**src/rtl/vga_coord_gen_if.sv**
```systemverilog
// vga_coord_gen_if: pixel-timing bus from the coordinate generator to the
// overlay compare blocks, the colour mux and the output pins.
// master = timing generator, slave = any consumer of the timing.
`timescale 1ns/1ps

interface vga_coord_gen_if;
    logic [11:0] VGA_horzCoord;
    logic [11:0] VGA_vertCoord;
    logic        HSYNC;
    logic        VSYNC;
    logic        VIDEO_ACTIVE;
    logic        FRAME_START;
    logic [15:0] FRAME_COUNT;

    modport master (
        output VGA_horzCoord,
        output VGA_vertCoord,
        output HSYNC,
        output VSYNC,
        output VIDEO_ACTIVE,
        output FRAME_START,
        output FRAME_COUNT
    );

    modport slave (
        input VGA_horzCoord,
        input VGA_vertCoord,
        input HSYNC,
        input VSYNC,
        input VIDEO_ACTIVE,
        input FRAME_START,
        input FRAME_COUNT
    );
endinterface

```
**src/rtl/vga_coord_gen.sv**
```systemverilog
// vga_coord_gen: horizontal/vertical pixel counters with HSYNC, VSYNC and
// VIDEO_ACTIVE qualifiers, an optional sync delay line and a frame-start pulse.
// Default timing is 1280x1024 @ 60 Hz (108 MHz pixel clock).
// Optional feature macro: VGA_FRAME_COUNT_EN -- when defined, FRAME_COUNT
// counts completed frames; when undefined it is tied to zero.
`timescale 1ns/1ps

module vga_coord_gen #(
    parameter int H_ACTIVE   = 1280,
    parameter int H_FP       = 48,
    parameter int H_SYNC     = 112,
    parameter int H_BP       = 248,
    parameter int V_ACTIVE   = 1024,
    parameter int V_FP       = 1,
    parameter int V_SYNC     = 3,
    parameter int V_BP       = 38,
    parameter bit SYNC_POL   = 1'b1,
    parameter int SYNC_DELAY = 0
) (
    input  logic           CLK,
    input  logic           RESETN,
    input  logic           CLK_EN,
    vga_coord_gen_if.master vga
);

    localparam int H_TOTAL = H_ACTIVE + H_FP + H_SYNC + H_BP;
    localparam int V_TOTAL = V_ACTIVE + V_FP + V_SYNC + V_BP;

    // All timing compares are done on 12-bit unsigned values.
    localparam logic [11:0] H_LAST     = 12'(H_TOTAL - 1);
    localparam logic [11:0] V_LAST     = 12'(V_TOTAL - 1);
    localparam logic [11:0] H_ACT_END  = 12'(H_ACTIVE);
    localparam logic [11:0] V_ACT_END  = 12'(V_ACTIVE);
    localparam logic [11:0] HS_BEGIN   = 12'(H_ACTIVE + H_FP);
    localparam logic [11:0] HS_END     = 12'(H_ACTIVE + H_FP + H_SYNC);
    localparam logic [11:0] VS_BEGIN   = 12'(V_ACTIVE + V_FP);
    localparam logic [11:0] VS_END     = 12'(V_ACTIVE + V_FP + V_SYNC);

    // Refuse to elaborate timings the 12-bit counters cannot represent.
    generate
        if (H_TOTAL > 4096 || V_TOTAL > 4096) begin : g_bad_total
            $error("vga_coord_gen: H_TOTAL and V_TOTAL must be <= 4096");
        end
        if (SYNC_DELAY < 0 || SYNC_DELAY > 4) begin : g_bad_delay
            $error("vga_coord_gen: SYNC_DELAY must be in 0..4");
        end
    endgenerate

    // Half-open window test: lo <= c < hi.
    function automatic logic in_window(input logic [11:0] c,
                                       input logic [11:0] lo,
                                       input logic [11:0] hi);
        return (c >= lo) && (c < hi);
    endfunction

    // Map an "inside sync pulse" flag onto the configured pin polarity.
    function automatic logic sync_level(input logic in_pulse);
        return in_pulse ? SYNC_POL : ~SYNC_POL;
    endfunction

    logic [11:0] h_p0;
    logic [11:0] v_p0;
    logic [11:0] h_nxt;
    logic [11:0] v_nxt;
    logic        wrap_frame;
    logic        fs_p0;

    // Index 0 is coincident with the coordinates; index SYNC_DELAY drives the pins.
    logic        hs_p [0:SYNC_DELAY];
    logic        vs_p [0:SYNC_DELAY];
    logic        va_p [0:SYNC_DELAY];

    // Next-state counts; qualifiers are decoded from these so that the
    // registered qualifier lines up with the registered coordinate.
    always_comb begin
        h_nxt      = h_p0 + 12'd1;
        v_nxt      = v_p0;
        wrap_frame = 1'b0;
        if (h_p0 == H_LAST) begin
            h_nxt = '0;
            if (v_p0 == V_LAST) begin
                v_nxt      = '0;
                wrap_frame = 1'b1;
            end else begin
                v_nxt = v_p0 + 12'd1;
            end
        end
    end

    // Counters, undelayed qualifiers, sync delay line and frame-start pulse.
    always_ff @(posedge CLK or negedge RESETN) begin
        if (!RESETN) begin
            h_p0  <= '0;
            v_p0  <= '0;
            fs_p0 <= 1'b0;
            for (int i = 0; i <= SYNC_DELAY; i++) begin
                hs_p[i] <= ~SYNC_POL;
                vs_p[i] <= ~SYNC_POL;
                va_p[i] <= 1'b0;
            end
        end else begin
            // The pulse lasts one CLK even when CLK_EN is held high for only one cycle.
            fs_p0 <= 1'b0;
            if (CLK_EN) begin
                h_p0    <= h_nxt;
                v_p0    <= v_nxt;
                fs_p0   <= wrap_frame;
                hs_p[0] <= sync_level(in_window(h_nxt, HS_BEGIN, HS_END));
                vs_p[0] <= sync_level(in_window(v_nxt, VS_BEGIN, VS_END));
                va_p[0] <= (h_nxt < H_ACT_END) && (v_nxt < V_ACT_END);
                // ---- sync delay stages: advance only on pixel enables ----
                for (int i = 1; i <= SYNC_DELAY; i++) begin
                    hs_p[i] <= hs_p[i-1];
                    vs_p[i] <= vs_p[i-1];
                    va_p[i] <= va_p[i-1];
                end
            end
        end
    end

`ifdef VGA_FRAME_COUNT_EN
    logic [15:0] frame_cnt;

    // Completed-frame counter, stepping together with FRAME_START and wrapping at 65535.
    always_ff @(posedge CLK or negedge RESETN) begin
        if (!RESETN) begin
            frame_cnt <= '0;
        end else if (CLK_EN && wrap_frame) begin
            frame_cnt <= frame_cnt + 16'd1;
        end
    end

    assign vga.FRAME_COUNT = frame_cnt;
`else
    assign vga.FRAME_COUNT = 16'd0;
`endif

    assign vga.VGA_horzCoord = h_p0;
    assign vga.VGA_vertCoord = v_p0;
    assign vga.FRAME_START   = fs_p0;
    assign vga.HSYNC         = hs_p[SYNC_DELAY];
    assign vga.VSYNC         = vs_p[SYNC_DELAY];
    assign vga.VIDEO_ACTIVE  = va_p[SYNC_DELAY];

endmodule

```
**src/flat_wrapper.sv**
```systemverilog
// flat-port wrapper written by rule: the top's interface ports become plain ports
module vga_coord_gen_flat 
#(
    parameter int H_ACTIVE   = 1280,
    parameter int H_FP       = 48,
    parameter int H_SYNC     = 112,
    parameter int H_BP       = 248,
    parameter int V_ACTIVE   = 1024,
    parameter int V_FP       = 1,
    parameter int V_SYNC     = 3,
    parameter int V_BP       = 38,
    parameter bit SYNC_POL   = 1'b1,
    parameter int SYNC_DELAY = 0
)
  (CLK, RESETN, CLK_EN, vga_VGA_horzCoord, vga_VGA_vertCoord, vga_HSYNC, vga_VSYNC, vga_VIDEO_ACTIVE, vga_FRAME_START, vga_FRAME_COUNT);
  vga_coord_gen_if vga_i ();
  input  logic CLK;
  input  logic RESETN;
  input  logic CLK_EN;
  output wire logic [$bits(vga_i.VGA_horzCoord)-1:0] vga_VGA_horzCoord;
  output wire logic [$bits(vga_i.VGA_vertCoord)-1:0] vga_VGA_vertCoord;
  output wire logic [$bits(vga_i.HSYNC)-1:0] vga_HSYNC;
  output wire logic [$bits(vga_i.VSYNC)-1:0] vga_VSYNC;
  output wire logic [$bits(vga_i.VIDEO_ACTIVE)-1:0] vga_VIDEO_ACTIVE;
  output wire logic [$bits(vga_i.FRAME_START)-1:0] vga_FRAME_START;
  output wire logic [$bits(vga_i.FRAME_COUNT)-1:0] vga_FRAME_COUNT;
  assign vga_VGA_horzCoord = vga_i.VGA_horzCoord;
  assign vga_VGA_vertCoord = vga_i.VGA_vertCoord;
  assign vga_HSYNC = vga_i.HSYNC;
  assign vga_VSYNC = vga_i.VSYNC;
  assign vga_VIDEO_ACTIVE = vga_i.VIDEO_ACTIVE;
  assign vga_FRAME_START = vga_i.FRAME_START;
  assign vga_FRAME_COUNT = vga_i.FRAME_COUNT;
  vga_coord_gen #(.H_ACTIVE(H_ACTIVE), .H_FP(H_FP), .H_SYNC(H_SYNC), .H_BP(H_BP), .V_ACTIVE(V_ACTIVE), .V_FP(V_FP), .V_SYNC(V_SYNC), .V_BP(V_BP), .SYNC_POL(SYNC_POL), .SYNC_DELAY(SYNC_DELAY)) u_core (.CLK(CLK), .RESETN(RESETN), .CLK_EN(CLK_EN), .vga(vga_i));
endmodule
```
**config.mk**
```make
export PLATFORM = sky130hd
export DESIGN_NAME = vga_coord_gen_flat
export DESIGN_NICKNAME = d
export VERILOG_FILES = /design/src/rtl/vga_coord_gen_if.sv /design/src/rtl/vga_coord_gen.sv /design/src/flat_wrapper.sv
export SDC_FILE = /design/constraint.sdc
export NUM_CORES = 1
export LEC_CHECK = 0
export BUFFER_PORTS_ARGS = -buffer_cell sky130_fd_sc_hd__buf_2
export CORE_ASPECT_RATIO = 2
export CORE_MARGIN = 10
export CORE_UTILIZATION = 30
export DETAILED_ROUTE_END_ITERATION = 8
export GPL_TIMING_DRIVEN = 0
export SETUP_SLACK_MARGIN = 0.02
export SYNTH_ARGS = -nofsm -noshare
export SYNTH_HDL_FRONTEND = slang
export SYNTH_SLANG_ARGS = --single-unit
```
**constraint.sdc**
```tcl
create_clock -name CLK -period 4.1 [get_ports CLK]
set_input_delay 0.41 -clock CLK [delete_from_list [all_inputs] [get_ports CLK]]
set_output_delay 0.41 -clock CLK [all_outputs]
set_load 0.01 [all_outputs]
```
==> results of run 1 <==
-- final cells by class --
cell class	count	share of cell area [%]
clock buffers	4	3.64
well taps	88	4.51
flip-flops and latches	28	28.7
multi-input cells	191	48.3
plain buffers	30	7.74
inverters	6	0.923
repair buffers	30	6.15
-- kinds of logic (layout without fill, tap and decap cells) --
| logic type | after synthesis | after routing | synth area share (%) |
|---|---|---|---|
| buf+inv | 36 | 70 | 10.4 |
| simple gates | 96 | 96 | 26.1 |
| flops | 28 | 28 | 34.4 |
| compound gates | 58 | 58 | 18.5 |
| xor+xnor | 13 | 13 | 5.60 |
| fa+ha+maj | 3 | 3 | 1.85 |
| other cells | 1 | 16 | 0.184 |
| mux | 5 | 5 | 2.89 |
-- where the power goes --
group / internal (mW) / switching [mW] / total, mW
combinational: 0.0692 / 0.0880 / 0.157
clock: 0.150 / 0.0957 / 0.245
sequential: 0.300 / 0.0445 / 0.345
-- stage by stage --
stage / setup WS [ps] / power [mW]
global route: 1560 / 0.788
detailed placement: 1790 / 0.508
global placement: 1820 / 0.504
finish: 1770 / 0.747
floorplan: 2040 / 0.445
CTS: 1770 / 0.756
-- synth_stat cells, types with 4 or more instances --
library cell | number | area (sq um)
dfrtp_1 | 28 | 701
nand2_1 | 27 | 101
o21ai_0 | 19 | 95.1
buf_4 | 17 | 128
nor2_1 | 17 | 63.8
nand3_1 | 11 | 55.1
a21oi_1 | 9 | 45.0
a31oi_1 | 8 | 50.1
clkbuf_1 | 8 | 30.0
xnor2_1 | 8 | 70.1
inv_1 | 6 | 22.5
nand4_1 | 6 | 37.5
nor3_1 | 6 | 30.0
and3_1 | 5 | 31.3
xor2_1 | 5 | 43.8
and4_1 | 4 | 35.0
-- registers in the layout (all words and copies together), names as in the netlist --
name                      flops
u_core.vga.FRAME_START        1
u_core.vga.HSYNC              1
u_core.vga.VGA_horzCoord     12
u_core.vga.VIDEO_ACTIVE       1
u_core.vga.VSYNC              1
u_core.vga.VGA_vertCoord     12
-- layer usage --
metal	track usage (%)	routed length [um]
met4	4.91	132
met2	20.4	3220
met3	2.51	381
met5	0	0
met1	10.1	2060
-- worst max-delay path by stage --
stage / slack [ps] / to
floorplan: 2040 / u_core.vga.VGA_vertCoord[11]
global placement: 1820 / u_core.vga.VIDEO_ACTIVE
detailed placement: 1790 / u_core.vga.VIDEO_ACTIVE
CTS: 1770 / u_core.vga.VIDEO_ACTIVE
global route: 1560 / u_core.vga.VIDEO_ACTIVE
finish: 1770 / u_core.vga.VIDEO_ACTIVE
-- worst register-to-register path, delay by kind of cell, from the launching register on --
| kind | cells | cell delay (ps) |
|---|---|---|
| AND/OR/NAND/NOR | 4 | 870 |
| adder cells (fa/ha/maj) | 1 | 350 |
| AO/OA/AOI/OAI | 2 | 480 |
| flip-flops | 1 | 520 |
==> results.ini, run 1 <==
[finish]
multiInputGateArea_sq_mm = 0.00118
fin_util_pct = 36.8
final_common_cell = buf_2
final_cell_mix = 33 x buf_2, 28 x dfrtp_1, 27 x nand2_1
fillers = 739
nets = 296
area_growth_pct = 19.9
fin_area_sq_mm = 0.00244
final_cells = 377
drive_above_1_share_pct = 23.2
final-seq-area_sq_um = 701
antenna_cells = 0

[route]
wire_per_inst_um = 15.3
vias = 1941
ant_nets = 0
drt-initial-drc-count = 121
avgViaCountPerCell = 5.15
first_pass_iters = 4
drc = 0
wirelength_um = 5790

[setup_path]
reg2reg_depth = 7
arrival_ps = 2490
cp_max_fo = 10
crit_top_cell = nand3_1
cp_slowest_cell = dfrtp_1
cp-startpoint = u_core.vga.VGA_vertCoord[0]
worstSetupPathType = reg -> reg
r2r_slack_ps = 1770
cp-end-kind = flip-flop
cp_cell_sequence = ha_1, nand3_1, nor3_1, nor2_1, o22ai_1, nand3_1, o41ai_2
reg2reg_from = u_core.vga.VGA_vertCoord[0]
cp.required_ps = 4260
cp-start-kind = flip-flop
path_delay_family = simple AND/OR/NAND/NOR gates
crit_cells = 7
r2r_end = u_core.vga.VIDEO_ACTIVE
critPathBufInv = 0
cpPeakStageDelay_ps = 520

[clock_tree]
hold_buffers = 0
cts_resized = 0
clkTransAtPathRegs_ps = 70
cts_sinks = 28
h-tree-depth = 1
cts_tree = yes
cts_root_buffer = clkbuf_16
ctsLongestPathBuffers = 2
clk_latency_ps = 260
cts_setup_buffers = 0
cts_buffers = 3

[floorplanning]
die_w_um = 78.2
start_util_pct = 30.7
pin_count = 47
dieArea_sq_mm = 0.0107
die_h_um = 136
core_area_sq_mm = 0.00662
std_cell_rows = 42

[global_route]
grt_max_degree = 29
grt-ovfl-total = 0
grt.total_usage_pct = 10.6
antenna_found_initial = 0
grt_pass1_vias = 1885
grt_first_pass_wirelength_um = 9320

[synthesis]
ys_seq_elements = 28
syn_area_sq_mm = 0.00203
synth_edf_count = 0
yosys_most_used_dff = dfrtp_1
synthCells = 240
synth.avg_cell_area_sq_um = 8.48
async_reset_ff_share_pct = 100
ys_warn_count = 0
synth.distinct_cells = 55
yosysSeqAreaShare_pct = 34.4

[timing]
fin_tns_setup_ps = 0
layout_min_cycle_time_ps = 2330
fmax_mhz = 429
worstMarginPinSlew_ps = 671
rsz0062_at_grt = false
slew_headroom_pct = 55.3
fin_worst_skew_ps = 5.44
final-max-slew-violation-count = 0
worst_hold_slack_ps = 175
setup_viol = 0
post-route-period-util_pct = 56.8
finalHoldViolCount = 0

[run_status]
outcome = finished clean

[min_path]
hold_path.class = in -> async

[pwr]
p_leak_nw = 1.10
irDropWorstVdd_mv = 0.128
powerDensity_mw_per_mm2 = 306

[placement]
gp_congestion = 0.884
dp.cells = 373
placed_area_sq_mm = 0.00235
port_buffers = 30
post-dp-hpwl_um = 4530

[flow_run]
maxCapViolCount = 0

(Power assumes the default switching activity.)
==> run 2, diff against run 1 <==
==> constraint.sdc (replaced) <==
create_clock -name CLK -period 2.41 [get_ports CLK]
set_input_delay 0.241 -clock CLK [delete_from_list [all_inputs] [get_ports CLK]]
set_output_delay 0.241 -clock CLK [all_outputs]
set_load 0.01 [all_outputs]
==> results.ini, run 2 (same netlist as run 1, synthesis figures left out) <==
[route]
drc = 0
first_pass_iters = 4
avgViaCountPerCell = 5.12
wire_per_inst_um = 15.4
drt-initial-drc-count = 116
vias = 1939
ant_nets = 0
wirelength_um = 5840

[clock_tree]
cts_sinks = 28
cts_tree = yes
cts_root_buffer = clkbuf_16
hold_buffers = 0
h-tree-depth = 1
clk_latency_ps = 270
clkTransAtPathRegs_ps = 70
ctsLongestPathBuffers = 2
cts_buffers = 3

[floorplanning]
dieArea_sq_mm = 0.0107
start_util_pct = 30.7
core_area_sq_mm = 0.00662
die_w_um = 78.2
die_h_um = 136
pin_count = 47
std_cell_rows = 42

[min_path]
hold_path.class = in -> async

[timing]
finalHoldViolCount = 0
fin_worst_skew_ps = 5.81
fmax_mhz = 451
rsz0062_at_grt = false
fin_tns_setup_ps = 0
slew_headroom_pct = 55.6
worstMarginPinSlew_ps = 666
setup_viol = 0
post-route-period-util_pct = 91.9
layout_min_cycle_time_ps = 2220
final-max-slew-violation-count = 0
worst_hold_slack_ps = 2.93
fin_ws_ps = 195

[placement]
port_buffers = 30
gp_congestion = 0.884
post-dp-hpwl_um = 4530
dp.cells = 373
dpl_worst_slack_ps = 102

[setup_path]
r2r_slack_ps = 190
cp-start-kind = flip-flop
arrival_ps = 2370
worstSetupPathType = reg -> reg
critPathBufInv = 1
cp-end-kind = flip-flop
cp.required_ps = 2570
cp_max_fo = 7
reg2reg_from = u_core.vga.VGA_vertCoord[1]
reg2reg_depth = 8
cpPeakStageDelay_ps = 450
path_delay_family = simple AND/OR/NAND/NOR gates
cp_cell_sequence = inv_1, ha_1, nor4b_1, and4_1, nor2_1, o22ai_1, nand3_1, o41ai_2
r2r_end = u_core.vga.VIDEO_ACTIVE
cp_slowest_cell = dfrtp_1
cp-startpoint = u_core.vga.VGA_vertCoord[1]

[pwr]
power_frac_comb_pct = 21.0
seq_power_share_pct = 46.1
power.total_mw = 1.28
p_int_mw = 0.886
power_frac_clock_pct = 32.9
power.switching_mw = 0.391
irDropWorstVdd_mv = 0.219
p_sw_share_pct = 30.6
p_leak_nw = 1.11
powerDensity_mw_per_mm2 = 517

[global_route]
grt-ovfl-total = 0
grt_pass1_vias = 1885
antenna_found_initial = 0
grt.total_usage_pct = 10.6
grt_first_pass_wirelength_um = 9320
grt_max_degree = 29

[finish]
antenna_cells = 0
drive_above_1_share_pct = 26.1
area_growth_pct = 21.4
final_common_cell = buf_2
final_cells = 379
nets = 298
final_cell_mix = 33 x buf_2, 27 x nand2_1, 25 x dfrtp_1

[flow_run]
maxCapViolCount = 0

[run_status]
outcome = finished clean

run 2: final cells by class:
type                            instances  area, sq um
Buffer                                 30          190
Multi-Input combinational cell        191         1190
Timing Repair Buffer                   32          165
Tap cell                               88          110
Clock buffer                            4         88.8
Inverter                                6         22.5
Fill cell                             734         4150
Sequential cell                        28          704
run 2: how the worst max path moves through the flow:
| stage | endpoint | slack (ps) | depth (start not counted) |
|---|---|---|---|
| finish | u_core.vga.VIDEO_ACTIVE | 190 | 8 |
| detailed placement | u_core.vga.VIDEO_ACTIVE | 100 | 7 |
| floorplan | u_core.vga.VGA_vertCoord[11] | 350 | 7 |
| global placement | u_core.vga.VIDEO_ACTIVE | 130 | 7 |
| global route | u_core.vga.VIDEO_ACTIVE | 30 | 8 |
| CTS | u_core.vga.VIDEO_ACTIVE | 80 | 7 |
run 2: power groups by stage:
stage | logic (mW) | clock network [mW] | registers (mW)
after floorplan | 0.160 | 0 | 0.597
after global placement | 0.265 | 0 | 0.593
after detailed placement | 0.269 | 0 | 0.595
after CTS | 0.270 | 0.429 | 0.588
after global routing | 0.301 | 0.446 | 0.597
final | 0.269 | 0.420 | 0.588
run 2: layer usage:
metal / global-route usage, % / up-vias / wire length (um)
li1: - / 938 / -
met1: 10.1 / 936 / 2130
met2: 20.4 / 56 / 3240
met3: 2.51 / 9 / 359
met4: 4.91 / 0 / 107
met5: 0 / - / 0
run 2: timing repair:
action,in CTS,in global routing
gates resized for setup,0,8
endpoints found under the setup margin,0,5
buffers inserted,0,2
run 2: per-stage QoR:
stage	util, %	area [sq um]
2_1_floorplan	-	2090
3_3_place_gp	35.5	2350
3_5_place_dp	35.5	2350
4_1_cts	36.8	2440
5_1_grt	37.3	2470
6_report	37.3	2470
==> run 3, diff against run 2 <==
--- a/config.mk
+++ b/config.mk
@@ -8,9 +8,10 @@
 export BUFFER_PORTS_ARGS = -buffer_cell sky130_fd_sc_hd__buf_2
 export CORE_ASPECT_RATIO = 2
 export CORE_MARGIN = 10
-export CORE_UTILIZATION = 30
+export CORE_UTILIZATION = 54
 export DETAILED_ROUTE_END_ITERATION = 8
 export GPL_TIMING_DRIVEN = 0
+export PLACE_DENSITY = 0.8
 export SETUP_SLACK_MARGIN = 0.02
 export SYNTH_ARGS = -nofsm -noshare
 export SYNTH_HDL_FRONTEND = slang
==> results.ini, run 3 (same netlist as run 1, synthesis figures left out) <==
[timing]
fin_tns_setup_ps = 0
worstMarginPinSlew_ps = 657
rsz0062_at_grt = false
post-route-period-util_pct = 94.0
finalHoldViolCount = 0
slew_headroom_pct = 56.2
fmax_mhz = 441
final-max-slew-violation-count = 0
layout_min_cycle_time_ps = 2270
fin_worst_skew_ps = 1.88
setup_viol = 0

[setup_path]
cp-end-kind = flip-flop
worstSetupPathType = reg -> reg
r2r_slack_ps = 140
cp-startpoint = u_core.vga.VGA_horzCoord[0]
critPathBufInv = 0
cp_max_fo = 6
cp_cell_sequence = ha_1, and4_1, nand3_2, nor3_4, nand3_2, mux2_4, o41ai_2
path_delay_family = simple AND/OR/NAND/NOR gates
crit_top_cell = nand3_2
reg2reg_from = u_core.vga.VGA_horzCoord[0]
arrival_ps = 2460
cpPeakStageDelay_ps = 440
cp.required_ps = 2610
cp-start-kind = flip-flop
cp_slowest_cell = dfrtp_1

[route]
wire_per_inst_um = 15.9
ant_nets = 0
drt-initial-drc-count = 80
avgViaCountPerCell = 5.76
drc = 0
vias = 1960
wirelength_um = 5390
first_pass_iters = 4

[placement]
gp_congestion = 0.937
port_buffers = 30
post-dp-hpwl_um = 4060
placed_area_sq_mm = 0.00230

[clock_tree]
clk_latency_ps = 290
cts_buffers = 3
cts_sinks = 28
h-tree-depth = 1
ctsLongestPathBuffers = 2
cts_tree = yes
cts_root_buffer = clkbuf_8
clkTransAtPathRegs_ps = 100

[global_route]
grt_max_degree = 29
grt_pass1_vias = 1972
grt_first_pass_wirelength_um = 8990
grt-ovfl-total = 0
antenna_found_initial = 0
grt.total_usage_pct = 15.6

[pwr]
irDropWorstVdd_mv = 0.350
p_leak_nw = 1.10
powerDensity_mw_per_mm2 = 486

[floorplanning]
std_cell_rows = 31
start_util_pct = 55.8
die_w_um = 63.4
pin_count = 47
die_h_um = 107
core_area_sq_mm = 0.00365
dieArea_sq_mm = 0.00677

[finish]
final_common_cell = buf_2
final_cell_mix = 33 x buf_2, 28 x dfrtp_1, 27 x nand2_1
drive_above_1_share_pct = 24.7
antenna_cells = 0
fin_area_sq_mm = 0.00239
area_growth_pct = 17.3
nets = 298

[min_path]
min_from = CLK_EN
hold_path.class = in -> reg

[run_status]
outcome = finished clean

[flow_run]
maxCapViolCount = 0

[run 3: cell count changes in the layout (fill, tap and decap cells not counted)]
cell	previous run	this run
and4_2	0	1
nor2_1	16	15
dfrtp_1	25	28
clkbuf_2	2	1
clkbuf_16	3	0
nor2_2	1	2
clkbuf_1	7	8
clkbuf_8	1	4
ha_2	1	0
buf_4	19	18
dlygate4sd3_1	0	1
dfrtp_2	3	0
ha_1	2	3
and4_1	4	3
[run 3: stage by stage]
step	util [%]	hold slack [ps]	power [mW]	worst slack, ps	cells
floorplan	-	-54.6	0.757	352	255
global placement	63.1	306	0.851	189	334
detailed placement	63.1	296	0.858	178	334
CTS	64.9	314	1.15	160	339
global route	65.4	336	1.22	10.3	340
finish	65.4	309	1.16	145	340
[run 3: worst register-to-register path: cells and delay by family (launching register included)]
kind / cells / cell delay [ps]
muxes: 1 / 310
DFF: 1 / 440
AOI/OAI and AO/OA: 1 / 270
and+or+nand+nor: 4 / 910
adders and majority gates: 1 / 240
[run 3: what timing repair did]
action,4_1_cts,5_1_grt
buffers inserted,0,1
gates resized for setup,0,4
hold buffers,1,0
endpoints found under the setup margin,0,3
hold endpoints to repair,28,0
[run 3: worst paths after layout]
check	endpoint	cells past startpoint
max	u_core.vga.VIDEO_ACTIVE	7
min	u_core.vga.VIDEO_ACTIVE	3
max reg2reg	u_core.vga.VIDEO_ACTIVE	7
min reg2reg	u_core.vga.VIDEO_ACTIVE	2
max in group asynchronous	u_core.vga.VGA_vertCoord[0]	2
min in group asynchronous	u_core.vga.VGA_horzCoord[2]	2
[run 3: where the power goes]
part	internal [mW]	switching, mW	total (mW)
sequential	0.511	0.0724	0.583
combinational	0.119	0.149	0.268
clock	0.147	0.161	0.308
[run 3: routing by layer]
metal | global-route usage (%) | share of wire, %
met5 | 0 | 0
met2 | 29.0 | 55
met4 | 9.59 | 3.6
met1 | 14.3 | 34
met3 | 4.59 | 7.3
[run 3: cell type report]
type	instances	area [sq um]
fillers	361	1260
multi-input cells	191	1190
flip-flops and latches	28	701
plain buffers	30	189
repair buffers	32	168
well taps	49	61.3
clock buffers	4	55.1
inverters	6	22.5
